--- src/rtl/mdu_issue_ctrl_if.sv ---
// Issue-side signal bundle between the E-stage pipeline and mdu_issue_ctrl.
// The pipeline drives the request/opcode side (master); the controller drives issue, interlock and trace outputs (slave).
interface mdu_issue_ctrl_if;
    logic        Req;
    logic        e_op_valid;
    logic [3:0]  e_op;
    logic        d_md_use;
    logic [3:0]  MDOp;
    logic        start;
    logic        stall_md;
    logic        busy_shadow;
    logic        done;
    logic        proto_err;
    logic [15:0] mul_cnt;
    logic [15:0] div_cnt;
    logic [1:0]  dbg_state;

    modport master (
        output Req, e_op_valid, e_op, d_md_use,
        input  MDOp, start, stall_md, busy_shadow, done, proto_err,
               mul_cnt, div_cnt, dbg_state
    );

    modport slave (
        input  Req, e_op_valid, e_op, d_md_use,
        output MDOp, start, stall_md, busy_shadow, done, proto_err,
               mul_cnt, div_cnt, dbg_state
    );
endinterface

--- src/rtl/mdu_issue_ctrl.sv ---
// MDU issue/interlock controller: filters E-stage mul/div ops against Req, drives MDOp/start,
// and keeps a cycle-exact shadow of MDU occupancy to stall mul/div-class ops waiting in D.
module mdu_issue_ctrl #(
    parameter int MUL_LAT = 5,
    parameter int DIV_LAT = 10
) (
    input  logic             clk,
    input  logic             reset,
    mdu_issue_ctrl_if.slave  md
);
    typedef enum logic [1:0] {
        S_IDLE    = 2'd0,
        S_MUL_RUN = 2'd1,
        S_DIV_RUN = 2'd2
    } state_t;

    localparam logic [3:0] MUL_LAT_C = 4'(MUL_LAT);
    localparam logic [3:0] DIV_LAT_C = 4'(DIV_LAT);

    state_t      r_state;
    state_t      w_state_nxt;
    logic [3:0]  r_cnt;
    logic [3:0]  w_cnt_nxt;
    logic        r_busy;
    logic        r_done;
    logic        w_done_nxt;
    logic        r_perr;
    logic [15:0] r_mul_cnt;
    logic [15:0] r_div_cnt;
    logic        w_iss;
    logic        w_start;
    logic        w_viol;
    logic        w_is_div;

    // Handshake: issue happens only when E presents a valid op, Req is low and
    // the MDU is idle; an attempt while occupied is dropped and flagged.
    always_comb begin
        w_iss       = md.e_op_valid & ~md.Req & (r_state == S_IDLE);
        w_start     = w_iss & (md.e_op <= 4'b0011);
        w_viol      = md.e_op_valid & ~md.Req & (r_state != S_IDLE);
        w_is_div    = md.e_op[1];
        w_state_nxt = r_state;
        w_cnt_nxt   = r_cnt;
        w_done_nxt  = 1'b0;
        case (r_state)
            S_IDLE: begin
                if (w_start) begin
                    if (w_is_div) begin
                        w_state_nxt = S_DIV_RUN;
                        w_cnt_nxt   = DIV_LAT_C;
                    end else begin
                        w_state_nxt = S_MUL_RUN;
                        w_cnt_nxt   = MUL_LAT_C;
                    end
                end
            end
            S_MUL_RUN, S_DIV_RUN: begin
                // The MDU freezes while Req is high, so the shadow freezes too.
                if (!md.Req) begin
                    if (r_cnt == 4'd1) begin
                        w_state_nxt = S_IDLE;
                        w_cnt_nxt   = 4'd0;
                        w_done_nxt  = 1'b1;
                    end else begin
                        w_cnt_nxt = r_cnt - 4'd1;
                    end
                end
            end
            default: begin
                w_state_nxt = S_IDLE;
                w_cnt_nxt   = 4'd0;
            end
        endcase
    end

    always_ff @(posedge clk) begin
        if (reset) begin
            r_state   <= S_IDLE;
            r_cnt     <= 4'd0;
            r_busy    <= 1'b0;
            r_done    <= 1'b0;
            r_perr    <= 1'b0;
            r_mul_cnt <= 16'd0;
            r_div_cnt <= 16'd0;
        end else begin
            r_state <= w_state_nxt;
            r_cnt   <= w_cnt_nxt;
            r_busy  <= (w_state_nxt != S_IDLE);
            r_done  <= w_done_nxt;
            r_perr  <= r_perr | w_viol;
            if (w_start && !w_is_div && r_mul_cnt != 16'hFFFF)
                r_mul_cnt <= r_mul_cnt + 16'd1;
            if (w_start && w_is_div && r_div_cnt != 16'hFFFF)
                r_div_cnt <= r_div_cnt + 16'd1;
        end
    end

    assign md.MDOp        = w_iss ? md.e_op : 4'b1111;
    assign md.start       = w_start;
    assign md.stall_md    = md.d_md_use & (w_start | r_busy);
    assign md.busy_shadow = r_busy;
    assign md.done        = r_done;
    assign md.proto_err   = r_perr;
    assign md.mul_cnt     = r_mul_cnt;
    assign md.div_cnt     = r_div_cnt;
    assign md.dbg_state   = r_state;
endmodule

--- src/flat_wrapper.sv ---
// flat-port wrapper written by rule: the top's interface ports become plain ports
module mdu_issue_ctrl_flat 
#(
    parameter int MUL_LAT = 5,
    parameter int DIV_LAT = 10
)
  (clk, reset, md_Req, md_e_op_valid, md_e_op, md_d_md_use, md_MDOp, md_start, md_stall_md, md_busy_shadow, md_done, md_proto_err, md_mul_cnt, md_div_cnt, md_dbg_state);
  mdu_issue_ctrl_if md_i ();
  input  logic clk;
  input  logic reset;
  input wire logic [$bits(md_i.Req)-1:0] md_Req;
  input wire logic [$bits(md_i.e_op_valid)-1:0] md_e_op_valid;
  input wire logic [$bits(md_i.e_op)-1:0] md_e_op;
  input wire logic [$bits(md_i.d_md_use)-1:0] md_d_md_use;
  output wire logic [$bits(md_i.MDOp)-1:0] md_MDOp;
  output wire logic [$bits(md_i.start)-1:0] md_start;
  output wire logic [$bits(md_i.stall_md)-1:0] md_stall_md;
  output wire logic [$bits(md_i.busy_shadow)-1:0] md_busy_shadow;
  output wire logic [$bits(md_i.done)-1:0] md_done;
  output wire logic [$bits(md_i.proto_err)-1:0] md_proto_err;
  output wire logic [$bits(md_i.mul_cnt)-1:0] md_mul_cnt;
  output wire logic [$bits(md_i.div_cnt)-1:0] md_div_cnt;
  output wire logic [$bits(md_i.dbg_state)-1:0] md_dbg_state;
  assign md_i.Req = md_Req;
  assign md_i.e_op_valid = md_e_op_valid;
  assign md_i.e_op = md_e_op;
  assign md_i.d_md_use = md_d_md_use;
  assign md_MDOp = md_i.MDOp;
  assign md_start = md_i.start;
  assign md_stall_md = md_i.stall_md;
  assign md_busy_shadow = md_i.busy_shadow;
  assign md_done = md_i.done;
  assign md_proto_err = md_i.proto_err;
  assign md_mul_cnt = md_i.mul_cnt;
  assign md_div_cnt = md_i.div_cnt;
  assign md_dbg_state = md_i.dbg_state;
  mdu_issue_ctrl #(.MUL_LAT(MUL_LAT), .DIV_LAT(DIV_LAT)) u_core (.clk(clk), .reset(reset), .md(md_i));
endmodule
--- config.mk ---
export PLATFORM = sky130hd
export DESIGN_NAME = mdu_issue_ctrl_flat
export DESIGN_NICKNAME = d
export VERILOG_FILES = /design/src/rtl/mdu_issue_ctrl_if.sv /design/src/rtl/mdu_issue_ctrl.sv /design/src/flat_wrapper.sv
export SDC_FILE = /design/constraint.sdc
export NUM_CORES = 1
export LEC_CHECK = 0
export CORE_MARGIN = 4
export CORE_UTILIZATION = 49
export CTS_CLUSTER_SIZE = 20
export DETAILED_ROUTE_END_ITERATION = 8
export GPL_TIMING_DRIVEN = 0
export PLACE_DENSITY = 0.88
export SYNTH_ARGS = -nofsm -noshare
export SYNTH_HDL_FRONTEND = slang
export SYNTH_SLANG_ARGS = --single-unit
export TNS_END_PERCENT = 20
--- constraint.sdc ---
create_clock -name clk -period 2.7 [get_ports clk]
set_clock_uncertainty 0.1 [all_clocks]
set_input_delay 0.54 -clock clk [delete_from_list [all_inputs] [get_ports clk]]
set_output_delay 0.54 -clock clk [all_outputs]
set_load 0.05 [all_outputs]
==> flow_metrics.py <==
metrics = {
    "route": {
        "drt_iter0_drc": 186,
        "drt-total-wl_um": 5490,
        "vias_per_cell": 5.86,
        "num_vias": 2122,
        "drc_errors": 0,
        "dr.pass1.iters": 4,
        "wl_per_cell_um": 15.2,
        "drtAntennaViolNets": 0,
    },
    "sta": {
        "period_minus_slack_ps": 2600,
        "setup_ws_ps": 96.5,
        "maxSlewHeadroom": 0.463,
        "clock.fmax_mhz": 384,
        "drv_slew": 0,
        "worst_pin_slew_ps": 799,
        "hold_viol": 0,
        "finalCritPeriodShare": 0.964,
        "setup_viol": 0,
        "fin_setup_tns_ps": 0,
    },
    "clocking": {
        "clkLatencyLatePin_ps": 300,
        "root_buffer": "clkbuf_8",
        "cts.sinks": 41,
        "cts_tree": "yes",
        "cts_max_level": 2,
        "cts_buffers": 5,
        "cts_buffer_depth": 2,
        "path_clk_slew_ps": 80,
    },
    "setup_path": {
        "critPathKind": "in -> reg",
        "r2r-start": "u_core.md.dbg_state[0]",
        "regToRegSetupSlack_ps": 190,
        "cp.arrival_ps": 2750,
        "reg2reg_depth": 8,
        "path_max_fanout": 6,
        "cp-start-kind": "primary input",
        "endpoint_kind": "flop",
        "r2r_end": "u_core.md.div_cnt[13]",
        "worstPathRequired_ps": 2840,
    },
    "min_path": {
        "hold_depth": 2,
        "min-delay-start": "u_core.md.proto_err",
        "hold_end": "u_core.md.proto_err",
        "hold_class": "reg -> reg",
    },
    "job": {
        "cap_violations": 0,
    },
    "synthesis": {
        "synthCells": 254,
        "yosysMostFrequentCell": "dfxtp_1",
        "synth_warnings": 0,
        "ys_seq_area_frac": 0.387,
        "synth_top_area_cell": "dfxtp_1",
        "synth_edf_count": 0,
        "synth_area_per_cell_um2": 8.34,
        "yosysTopAreaCellShare": 0.387,
        "synth_nets": 269,
        "ys_seq_elements": 41,
        "ys_types": 46,
        "async_reset_ff_frac": 0,
        "ys.flop_type": "dfxtp_1",
        "netlist_area_mm2": 0.00212,
        "synthTopCellsByArea": "dfxtp_1, xnor2_1, nor2_1",
        "synth_common_cells": "dfxtp_1, nor2_1, xnor2_1",
    },
    "pwr": {
        "power_mw": 1.15,
        "ir_worst_vdd_mv": 0.229,
        "power_density_mw_per_mm2": 413,
        "p_leak_nw": 0.922,
    },
    "floorplan": {
        "pin_count": 52,
        "fp.dieH_um": 73.8,
        "num_rows": 23,
        "core_mm2": 0.00409,
        "die_w_um": 73.8,
        "start_util": 0.519,
        "die_area_mm2": 0.00544,
    },
    "global_route": {
        "grt_pass1_vias": 1941,
        "grt_max_degree": 13,
        "grt_antenna_before_repair": 0,
        "grt_pass1_wl_um": 8950,
        "grt-ovfl-total": 0,
        "grt_usage": 0.208,
    },
    "layout": {
        "final_cells": 362,
        "syn_to_final_growth_pct": 31.7,
        "nNetsFinal": 326,
        "drive_gt1_frac": 0.0801,
        "n_antenna_cell": 0,
    },
    "placed_design": {
        "hpwl_um": 3940,
        "gp_congestion": 0.859,
        "io_buffers": 50,
        "pre_cts_ws_ps": -657,
        "dp_cells": 354,
    },
    "status": {
        "outcome": "completed",
    },
}
## state kept, by name, indices dropped and copies added (netlist names)
| register | cells |
|---|---|
| u_core.md.busy_shadow | 1 |
| u_core.md.mul_cnt | 16 |
| u_core.md.dbg_state | 2 |
| u_core.md.done | 1 |
| u_core.md.div_cnt | 16 |
| u_core.r_cnt | 4 |
| u_core.md.proto_err | 1 |
## through the flow
step	cell area, um2	hold slack, ps	util
after floorplan	2120	377	-
after global placement	2680	351	0.657
after detailed placement	2680	365	0.657
after CTS	2770	383	0.678
after global routing	2790	401	0.683
final	2790	378	0.683
## layer usage
metal | track usage | vias up | share of wire
li1 | - | 1034 | -
met1 | 0.271 | 1004 | 0.44
met2 | 0.340 | 75 | 0.48
met3 | 0.0424 | 9 | 0.065
met4 | 0.0744 | 0 | 0.015
met5 | 0 | - | 0
## report_power, final
group / internal, mW / switching [mW] / total [mW] / leakage (nW)
registers: 0.608 / 0.00428 / 0.613 / 0.331
clock network: 0.231 / 0.213 / 0.444 / 0.0542
logic: 0.0334 / 0.0625 / 0.0958 / 0.537
total: 0.873 / 0.280 / 1.15 / 0.922
## worst max-delay path by stage
stage / startpoint / endpoint / slack, ps
after floorplan: u_core.md.dbg_state[0] / md_stall_md / 20
after global placement: md_Req / md_stall_md / -600
after detailed placement: md_Req / md_stall_md / -660
after CTS: md_e_op[2] / u_core.md.mul_cnt[13] / -20
after global routing: u_core.md.dbg_state[0] / md_stall_md / -30
final: md_Req / u_core.md.mul_cnt[13] / 100
## final cells by class
cell class,count,area (um2)
repair buffers,50,487
fillers,348,1290
plain buffers,8,31.3
clock inverters,1,5.00
well taps,50,62.6
inverters,12,45.0
clock buffers,7,96.3
flip-flops and latches,41,821
multi-input cells,193,1240
## critical path: stages
cell and delay [ps]:
dlygate4sd2_1 300, or4b_4 590, or3_4 410, a2111o_1 380
or4_1 440, nand2_1 90
## cells by family after synthesis
logic type / count (synthesis) / synth area share
compound gates: 47 / 0.152
xor+xnor: 21 / 0.0868
fa+ha+maj: 6 / 0.0354
buf+inv: 20 / 0.0360
flops: 41 / 0.387
mux: 5 / 0.0248
simple gates: 114 / 0.278
## layout by cell type (no fill, tap or decap), types with 7 or more instances in the layout
cell             count
nor2_1              35
dfxtp_1             41
xnor2_1             19
clkbuf_8             7
o21ai_0             11
dlygate4sd2_1        7
nand2_1             16
nand4_1              8
a211oi_1            12
nor3_1              10
a21oi_1              8
inv_1               12
clkdlybuf4s50_1     40
nand3_1             13
## repair_timing
action	4_1_cts	5_1_grt
gates resized for setup	19	5
hold buffers	0	0
setup endpoints to repair	11	15
hold endpoints to repair	0	0
pin swaps	1	0
setup buffers	0	0
No activity file was read; power rests on OpenSTA's default activity.
